$ cat src/rtl/tetris_rotate_kick.sv
// Rotation engine for the active piece: tests the target orientation against the board, one
// placement candidate per cycle. Define ROT_KICK_EN to also try the wall-kick candidates 1-3.
module tetris_rotate_kick #(
  parameter int unsigned COLS  = 10,
  parameter int unsigned ROWS  = 20,
  parameter int unsigned LOC_W = $clog2(COLS * ROWS)
) (
  input  logic                   clk,
  input  logic                   rst_n,
  input  logic                   start,
  input  logic                   dir,
  input  logic [2:0]             piece_type,
  input  logic [1:0]             rotation,
  input  logic [LOC_W-1:0]       location,
  input  logic [COLS*ROWS-1:0]   blocks_exist,
  output logic                   busy,
  output logic                   done,
  output logic                   ok,
  output logic [1:0]             rot_out,
  output logic [LOC_W-1:0]       loc_out
);

  localparam int unsigned ROW_W = $clog2(ROWS);
  localparam int unsigned COL_W = $clog2(COLS);
  localparam int unsigned SR_W  = ROW_W + 1;
  localparam int unsigned SC_W  = COL_W + 1;

`ifdef ROT_KICK_EN
  localparam logic [1:0] LastCand = 2'd3;
`else
  localparam logic [1:0] LastCand = 2'd0;
`endif

  localparam logic [2:0] PtSquare = 3'd0;
  localparam logic [2:0] PtBar    = 3'd1;
  localparam logic [2:0] PtS      = 3'd2;
  localparam logic [2:0] PtZ      = 3'd3;
  localparam logic [2:0] PtL      = 3'd4;
  localparam logic [2:0] PtJ      = 3'd5;
  localparam logic [2:0] PtT      = 3'd6;

  typedef enum logic [1:0] {StIdle, StCheck, StDone} state_e;

  // Packs four (drow, dcol) offsets, cell 0 in the top bits, 3-bit two's complement each.
  function automatic logic [23:0] cells(input int r0, c0, r1, c1, r2, c2, r3, c3);
    return {3'(r0), 3'(c0), 3'(r1), 3'(c1), 3'(r2), 3'(c2), 3'(r3), 3'(c3)};
  endfunction

  function automatic logic [23:0] shape(input logic [2:0] pt, input logic [1:0] r);
    logic [23:0] s;
    s = cells(0, 0, 0, 1, 1, 0, 1, 1);  // SQUARE, also used for unassigned codes
    case (pt)
      PtSquare: s = cells(0, 0, 0, 1, 1, 0, 1, 1);
      PtBar: s = r[0] ? cells(-2, 0, -1, 0, 0, 0, 1, 0) : cells(0, -1, 0, 0, 0, 1, 0, 2);
      PtS:   s = r[0] ? cells(-1, 0, 0, 0, 0, 1, 1, 1) : cells(0, -1, 0, 0, -1, 0, -1, 1);
      PtZ:   s = r[0] ? cells(-1, 1, 0, 1, 0, 0, 1, 0) : cells(-1, -1, -1, 0, 0, 0, 0, 1);
      PtL: begin
        case (r)
          2'd0:    s = cells(0, -1, 0, 0, 0, 1, -1, 1);
          2'd1:    s = cells(-1, 0, 0, 0, 1, 0, 1, 1);
          2'd2:    s = cells(0, -1, 0, 0, 0, 1, 1, -1);
          default: s = cells(-1, -1, -1, 0, 0, 0, 1, 0);
        endcase
      end
      PtJ: begin
        case (r)
          2'd0:    s = cells(-1, -1, 0, -1, 0, 0, 0, 1);
          2'd1:    s = cells(-1, 0, -1, 1, 0, 0, 1, 0);
          2'd2:    s = cells(0, -1, 0, 0, 0, 1, 1, 1);
          default: s = cells(-1, 0, 0, 0, 1, 0, 1, -1);
        endcase
      end
      PtT: begin
        case (r)
          2'd0:    s = cells(0, -1, 0, 0, 0, 1, -1, 0);
          2'd1:    s = cells(-1, 0, 0, 0, 1, 0, 0, 1);
          2'd2:    s = cells(0, -1, 0, 0, 0, 1, 1, 0);
          default: s = cells(-1, 0, 0, 0, 1, 0, 0, -1);
        endcase
      end
      default: s = cells(0, 0, 0, 1, 1, 0, 1, 1);
    endcase
    return s;
  endfunction

  function automatic logic [LOC_W-1:0] to_idx(input logic [ROW_W-1:0] r,
                                              input logic [COL_W-1:0] c);
    return LOC_W'(r) * LOC_W'(COLS) + LOC_W'(c);
  endfunction

  state_e               state_q, state_d;
  logic [1:0]           cand_q, cand_d;
  logic [2:0]           pt_q, pt_d;
  logic [1:0]           rot_q, rot_d;
  logic [1:0]           tr_q, tr_d;
  logic [ROW_W-1:0]     prow_q, prow_d;
  logic [COL_W-1:0]     pcol_q, pcol_d;
  logic [LOC_W-1:0]     loc_q, loc_d;
  logic                 busy_q, busy_d;
  logic                 done_q, done_d;
  logic                 ok_q, ok_d;
  logic [1:0]           rot_out_q, rot_out_d;
  logic [LOC_W-1:0]     loc_out_q, loc_out_d;

  logic signed [SR_W-1:0] kick_dr, cand_row;
  logic signed [SC_W-1:0] kick_dc, cand_col;
  logic [23:0]            shape_w;
  logic signed [2:0]      cell_dr  [4];
  logic signed [2:0]      cell_dc  [4];
  logic signed [SR_W-1:0] cell_row [4];
  logic signed [SC_W-1:0] cell_col [4];
  logic [LOC_W-1:0]       cell_idx [4];
  logic [3:0]             cell_ok;
  logic                   all_legal;
  logic [LOC_W-1:0]       cand_idx;

  always_comb begin
    kick_dr = '0;
    kick_dc = '0;
    case (cand_q)
      2'd1:    kick_dc = '1;
      2'd2:    kick_dc = SC_W'(1);
      2'd3:    kick_dr = '1;
      default: ;
    endcase
    cand_row = $signed({1'b0, prow_q}) + kick_dr;
    cand_col = $signed({1'b0, pcol_q}) + kick_dc;
    cand_idx = to_idx(cand_row[ROW_W-1:0], cand_col[COL_W-1:0]);
  end

  // Sign bit catches cells left of / above the board before any index is used.
  always_comb begin
    shape_w   = shape(pt_q, tr_q);
    all_legal = 1'b1;
    for (int i = 0; i < 4; i++) begin
      cell_dr[i]  = shape_w[23-6*i -: 3];
      cell_dc[i]  = shape_w[20-6*i -: 3];
      cell_row[i] = cand_row + SR_W'(cell_dr[i]);
      cell_col[i] = cand_col + SC_W'(cell_dc[i]);
      cell_idx[i] = to_idx(cell_row[i][ROW_W-1:0], cell_col[i][COL_W-1:0]);
      cell_ok[i]  = !cell_row[i][SR_W-1] && ($unsigned(cell_row[i]) < SR_W'(ROWS)) &&
                    !cell_col[i][SC_W-1] && ($unsigned(cell_col[i]) < SC_W'(COLS)) &&
                    !blocks_exist[cell_idx[i]];
      all_legal   = all_legal & cell_ok[i];
    end
  end

  always_comb begin
    state_d   = state_q;
    cand_d    = cand_q;
    pt_d      = pt_q;
    rot_d     = rot_q;
    tr_d      = tr_q;
    prow_d    = prow_q;
    pcol_d    = pcol_q;
    loc_d     = loc_q;
    busy_d    = busy_q;
    done_d    = 1'b0;
    ok_d      = ok_q;
    rot_out_d = rot_out_q;
    loc_out_d = loc_out_q;
    unique case (state_q)
      StIdle: begin
        if (start) begin
          pt_d    = piece_type;
          rot_d   = rotation;
          tr_d    = dir ? rotation - 2'd1 : rotation + 2'd1;
          prow_d  = ROW_W'(location / LOC_W'(COLS));
          pcol_d  = COL_W'(location % LOC_W'(COLS));
          loc_d   = location;
          cand_d  = '0;
          busy_d  = 1'b1;
          state_d = StCheck;
        end
      end
      StCheck: begin
        if (all_legal) begin
          ok_d      = 1'b1;
          rot_out_d = tr_q;
          loc_out_d = cand_idx;
          done_d    = 1'b1;
          state_d   = StDone;
        end else if (cand_q == LastCand) begin
          ok_d      = 1'b0;
          rot_out_d = rot_q;
          loc_out_d = loc_q;
          done_d    = 1'b1;
          state_d   = StDone;
        end else begin
          cand_d = cand_q + 2'd1;
        end
      end
      StDone: begin
        busy_d  = 1'b0;
        state_d = StIdle;
      end
      default: state_d = StIdle;
    endcase
  end

  always_ff @(posedge clk or negedge rst_n) begin
    if (!rst_n) begin
      state_q   <= StIdle;
      cand_q    <= '0;
      pt_q      <= '0;
      rot_q     <= '0;
      tr_q      <= '0;
      prow_q    <= '0;
      pcol_q    <= '0;
      loc_q     <= '0;
      busy_q    <= 1'b0;
      done_q    <= 1'b0;
      ok_q      <= 1'b0;
      rot_out_q <= '0;
      loc_out_q <= '0;
    end else begin
      state_q   <= state_d;
      cand_q    <= cand_d;
      pt_q      <= pt_d;
      rot_q     <= rot_d;
      tr_q      <= tr_d;
      prow_q    <= prow_d;
      pcol_q    <= pcol_d;
      loc_q     <= loc_d;
      busy_q    <= busy_d;
      done_q    <= done_d;
      ok_q      <= ok_d;
      rot_out_q <= rot_out_d;
      loc_out_q <= loc_out_d;
    end
  end

  assign busy    = busy_q;
  assign done    = done_q;
  assign ok      = ok_q;
  assign rot_out = rot_out_q;
  assign loc_out = loc_out_q;

endmodule

$ cat config.mk
export PLATFORM = sky130hd
export DESIGN_NAME = tetris_rotate_kick
export DESIGN_NICKNAME = d
export VERILOG_FILES = /design/src/rtl/tetris_rotate_kick.sv
export SDC_FILE = /design/constraint.sdc
export NUM_CORES = 1
export LEC_CHECK = 0
export ABC_AREA = 1
export BUFFER_PORTS_ARGS = -buffer_cell sky130_fd_sc_hd__buf_2
export CAP_MARGIN = 40
export CORE_MARGIN = 4
export CORE_UTILIZATION = 40
export CTS_CLUSTER_SIZE = 16
export DETAILED_ROUTE_END_ITERATION = 6
export SYNTH_ARGS = -nofsm -noshare
export SYNTH_HDL_FRONTEND = slang
export SYNTH_SLANG_ARGS = --single-unit
$ cat constraint.sdc
create_clock -name clk -period 5.04 [get_ports clk]
set_input_delay 0.756 -clock clk [delete_from_list [all_inputs] [get_ports clk]]
set_output_delay 0.756 -clock clk [all_outputs]
set_load 0.02 [all_outputs]
== Word level (Yosys, flattened, before mapping) ==
Index checks and enable logic that the tools add are counted.
Operators by class
  multipliers: 5
  divide/modulo/power cells: 2
  equality and inequality tests: 17
  $lt $le $gt $ge: 12
  reductions and logical operators: 39
  bitwise gates (word level): 3
  multiplexer cells: 37
  $add $sub $neg: 18
Operator list (count)
  one-hot mux 24 bit (3 select lines): 3
  one-hot mux 24 bit (6 select lines): 1
  2-to-1 mux 24 bit: 2
  adder 8 x 4 -> 8 bit: 5
  < comparator 8 x 9 -> 1 bit (second input constant): 4
  multiplier 5 x 3 -> 7 bit (second input constant): 5
  binary-select mux 1 bit (select 8 bit): 4
  adder 6 x 3 -> 6 bit: 4
  < comparator 6 x 5 -> 1 bit (second input constant): 4
  2-to-1 mux 21 bit: 1
  adder 5 x 3 -> 5 bit: 4
  < comparator 5 x 4 -> 1 bit (second input constant): 4
  2-to-1 mux 2 bit: 9
  logical AND 1 bit: 16
  2-to-1 mux 8 bit: 2
  logical NOT 1 bit: 12
  2-to-1 mux 1 bit: 10
  one-hot mux 5 bit (2 select lines): 1
  == test 3 bit (second input constant): 3
  divider 8 x 4 -> 8 bit (second input constant): 1
  == test 2 bit (second input constant): 4
  remainder unit 8 x 4 -> 8 bit (second input constant): 1
  one-hot mux 2 bit (2 select lines): 2
  AND reduction 2 bit: 4
  15 further kinds: 27
Storage, ports and cells
  input bits: 217
  flip-flop bits (word level): 41

== Longest topological paths before layout ==
  word-level depth: 15
  mapped depth: 37

== Worst setup path after synthesis ==
No wires, ideal clock.
  path kind: register -> register
  start: reg cand_q[0]
  end: reg loc_out_q[1] (netlist: loc_out[1])
  path slack: -0.144 ns
  stages on the path, launching flop included: 32
  required time: 4.924 ns
  arrival time: 5.068 ns
  buffers on the path: 1
  cells stage by stage: dfrtp_1 ha_1 ha_1 fa_1 xor2_1 ha_1 a21oi_1 nand2_1 or2_2 nand2_1 inv_1 ha_1 ha_1 fa_1 xnor2_1 nor2_1 or2_2 nand3b_1 nand2_1 nand2_1 inv_1 nand3_1 nand2_1 nor2_1 nand2_1 nor2_2 nand2_2 nand2_1 nand2_1 buf_2 nand2_1 nand2_1
Between the ends
  cells in the longest elaborated chain, start to end: 15
  elaborated cells on any way between the ends: 76
  classes of those cells: add/sub: 15; mul: 5; order compare: 8; eq/ne: 3; mux: 11; bitwise: 3; reduce/logical: 31
Ends and longest elaborated chain
  from (decl): line 92  | logic [1:0] cand_q, cand_d;
  from (signal assigned): line 218  | cand_q <= cand_d;
  == test 2 bit: line 120  | case (cand_q)
  2-to-1 mux 6 bit: line 120
  adder 6 bit: line 126  | cand_row = $signed({1'b0, prow_q}) + kick_dr;
  adder 6 x 3 -> 6 bit: line 138  | cell_row[i] = cand_row + SR_W'(cell_dr[i]);
  multiplier 5 x 3 -> 7 bit: line 88  | return LOC_W'(r) * LOC_W'(COLS) + LOC_W'(c);
  adder 8 x 4 -> 8 bit: line 88
  binary-select mux 1 bit (select 8 bit): line 143  | !blocks_exist[cell_idx[i]];
  2-to-1 mux 1 bit (implied by the code): line 143
  logical NOT 1 bit: line 143
  logical AND 1 bit: line 142  | !cell_col[i][SC_W-1] && ($unsigned(cell_col[i]) < SC_W'(COLS)) &&
  bitwise AND 1 bit (3 in series): line 144  | all_legal = all_legal & cell_ok[i];
  nonzero test 2 bit (no source line)
  AND reduction 2 bit (no source line)
  to (signal assigned): line 229  | loc_out_q <= loc_out_d;
  to (decl): line 103  | logic [LOC_W-1:0] loc_out_q, loc_out_d;
Parallel ways exist; a longest one is shown, timed or not. The select of a mux whose other input is x is not followed.
A chain may end at the register's enable or synchronous reset.

== Worst setup path in the final report ==
  start: reg cand_q[0]
  end: reg rot_out_q[0] (netlist: rot_out[0])
Between the ends
  cells in the longest elaborated chain, start to end: 15
  elaborated cells on any way between the ends: 74
  classes of those cells: add/sub: 14; mul: 4; order compare: 8; eq/ne: 3; mux: 11; bitwise: 3; reduce/logical: 31
Ends and longest elaborated chain
  == test 2 bit: line 120
  2-to-1 mux 6 bit: line 120
  adder 6 bit: line 126
  adder 6 x 3 -> 6 bit: line 138
  multiplier 5 x 3 -> 7 bit: line 88
  adder 8 x 4 -> 8 bit: line 88
  binary-select mux 1 bit (select 8 bit): line 143
  2-to-1 mux 1 bit (implied by the code): line 143
  logical NOT 1 bit: line 143
  logical AND 1 bit: line 142
  bitwise AND 1 bit (3 in series): line 144
  nonzero test 2 bit (no source line)
  AND reduction 2 bit (no source line)
  to (signal assigned): line 228  | rot_out_q <= rot_out_d;
  to (decl): line 102  | logic [1:0] rot_out_q, rot_out_d;
Parallel ways exist; a longest one is shown, timed or not. The select of a mux whose other input is x is not followed.

==> results_dict.tcl <==
set metrics [dict create \
    outcome "complete, but fails checks" \
    violations "setup timing" \
    cts-root-buf "clkbuf_16" \
    fmax_mhz 193.5 \
    timing.final.crit_share_pct 102.5 \
    finalSetupViolations 13 \
    synthArstFlopShare_pct 100.0 \
    clock-sinks 40 \
    cts.clk_slew.worst_paths_ns 0.07 \
    die_w_um 189.7 \
    yosysTopAreaCellShare_pct 14.47 \
    synth_common_cells "nand2_1 (509), o21ai_0 (348), nand3_1 (302)" \
    period_minus_slack_ns 5.167 \
    antenna_cells 0 \
    die_y_um 189.7 \
    r2r_start "cand_q[0]$_DFFE_PN0P_" \
    drive_gt1_share_pct 25.67 \
    cts_buffers 5 \
    final_nets 3053 \
    vias 18660 \
    yosysWarnings 0 \
    crit_family "adder cells" \
    io_pins 230 \
    slew_viol_final 0 \
    nFillCells 3310 \
    clkLatencyLatePin_ns 0.29 \
    critPathArrivalTime_ns 5.40 \
    syn_inst 2377 \
    register_area_um2 1002 \
    portBuffers 229 \
    min_path_type "in2async" \
    cp_max_fo 6 \
    first_pass_iters 7 \
    synth_edf_count 0 \
    synth_seq_cells 40 \
    start_kind "register" \
    ys.flop_type "dfrtp_1" \
    setup_ws_ns -0.1271 \
    ys_seq_area_share_pct 7.580 \
    final_util_pct 54.65 \
    postRouteAntennaNets 0 \
    syn_area_um2 13210 \
    antenna_found_initial 2 \
    synth.most_common_cell "nand2_1" \
    worstPathRequired_ns 5.27 \
    num_rows 66 \
    dieArea_um2 35980 \
    r2r_setup_slack_ns -0.13 \
    slowest_stage "fa_2" \
    hold_slack_ns 0.3102 \
    route.detailed.drc 0 \
    routedWlPerCell_um 18.97 \
    path_class "reg2reg" \
    cts_max_level 2 \
    hold_viol_final 0 \
    endpoint "rot_out[0]$_DFFE_PN0P_" \
    viasPerCell 5.888 \
    grt.total_usage_pct 31.53 \
    worst_pin_slew_ns 0.7829 \
    rsz0062_at_grt "yes" \
    routed_wl_um 60110 \
    cp.depth 34 \
    dp_hpwl_um 45970 \
    clock_path_buffers 2 \
    synth_top_area_cell "nand2_1" \
    grt_overflow_total 0 \
    synth_area_leaders "nand2_1 (14%), o21ai_0 (13%), nand3_1 (11%)" \
    critPathMaxStageDelay_ns 0.56 \
    routabilityCongestion 1.024 \
    critPathBufInv 6 \
    critPathCaptureType "register" \
    multi_input_area_um2 11470 \
    start_util_pct 40.59 \
    grt_start_max_net_pins 117 \
    slew_headroom_pct 47.75 \
    syn_avg_cell_area_um2 5.555 \
    drt_iter0_drc 2277 \
    design.core.area_um2 32540 \
    ys_types 41 \
    cpMostUsedCell "nand2_1" \
    cts_tree "yes" \
    setup.worst_path.start "cand_q[0]$_DFFE_PN0P_" \
    grt_first_pass_wirelength_um 92740 \
    syn-num-nets 2704 \
    grt_pass1_vias 17110 \
    syn2layout_area_growth_pct 34.65 \
    final.setup_skew_ns 0.009757 \
    r2r-end "rot_out[0]$_DFFE_PN0P_" \
    drv_cap 0 \
    reg2reg_depth 34 \
    hold_buffers 0 \
]
layout by cell type, fill, tap and decap left out, types with 11 or more instances in the layout:
cell,n
nand2_1,477
o21ai_0,340
nand3_1,292
a21oi_1,243
buf_2,229
buf_4,222
inv_1,213
o211ai_1,155
nor2_1,113
ha_1,52
dfrtp_1,39
ha_4,32
nand2_2,30
buf_12,28
buf_6,24
inv_2,20
nand4_1,19
xor2_1,17
a21oi_2,11
state kept, by name, summed over array words and instances, names as in the netlist:
| register | flops |
|---|---|
| loc_out | 8 |
| done | 1 |
| pcol_q | 4 |
| cand_q | 2 |
| state_q | 2 |
| loc_q | 7 |
| ok | 1 |
| busy | 1 |
| rot_q | 2 |
| pt_q | 3 |
| prow_q | 5 |
| rot_out | 2 |
| tr_q | 2 |
timing repair:
| item | 4_1_cts | 5_1_grt |
|---|---|---|
| gates cloned | 4 | 0 |
| resized for setup | 120 | 100 |
| setup buffers | 14 | 14 |
| setup endpoints to repair | 16 | 16 |
| pin swaps | 56 | 63 |
cell families after synthesis:
group | synth area share (%)
AND/OR/NAND/NOR | 32.02
AO/OA/AOI/OAI | 33.43
buffers and inverters | 12.56
adder cells (fa/ha/maj) | 11.50
XOR/XNOR | 2.909
flip-flops | 7.580
metal layers:
metal  vias to the layer above  part of all wire, %  GRT usage (%)
met4                         4                  4.1          11.07
met2                      1054                   44          50.15
met1                      8507                   42          43.51
met5                         -                0.047              0
li1                       8901                    -              -
met3                       194                   10          4.917
worst min-delay path by stage:
stage	start	to	slack [ns]	depth (start not counted)
2_1_floorplan	rot_q[1]$_DFFE_PN0P_	rot_q[1]$_DFFE_PN0P_	0.45	2
3_5_place_dp	busy$_DFFE_PN0P_	busy$_DFFE_PN0P_	0.46	2
6_report	rst_n	loc_out[3]$_DFFE_PN0P_	0.31	1
3_3_place_gp	busy$_DFFE_PN0P_	busy$_DFFE_PN0P_	0.45	2
5_1_grt	rst_n	done$_DFF_PN0_	0.32	1
4_1_cts	rst_n	loc_out[3]$_DFFE_PN0P_	0.32	1
area by class of cell:
class                           instances  area share (%)
Multi-Input combinational cell       1930           64.52
Timing Repair Buffer                  504           20.65
Sequential cell                        40           5.636
Inverter                              245           5.278
Tap cell                              442           3.110
Clock buffer                            5          0.7037
Clock inverter                          3          0.1056
stage by stage:
step / setup WS [ns] / TNS [ns] / instances / area (um2)
after global routing: -0.3457 / -4.509 / 3169 / 17780
after floorplan: 0.04346 / 0 / 2377 / 13220
after CTS: -0.1020 / -1.239 / 3155 / 17230
after global placement: -0.3313 / -4.528 / 3128 / 16390
final: -0.1271 / -1.190 / 3169 / 17780
after detailed placement: -0.4540 / -6.215 / 3129 / 16410
Power is left out: the tool's default activity adds up to more than one toggle a clock period on the data nets, which glitch-free logic cannot reach.
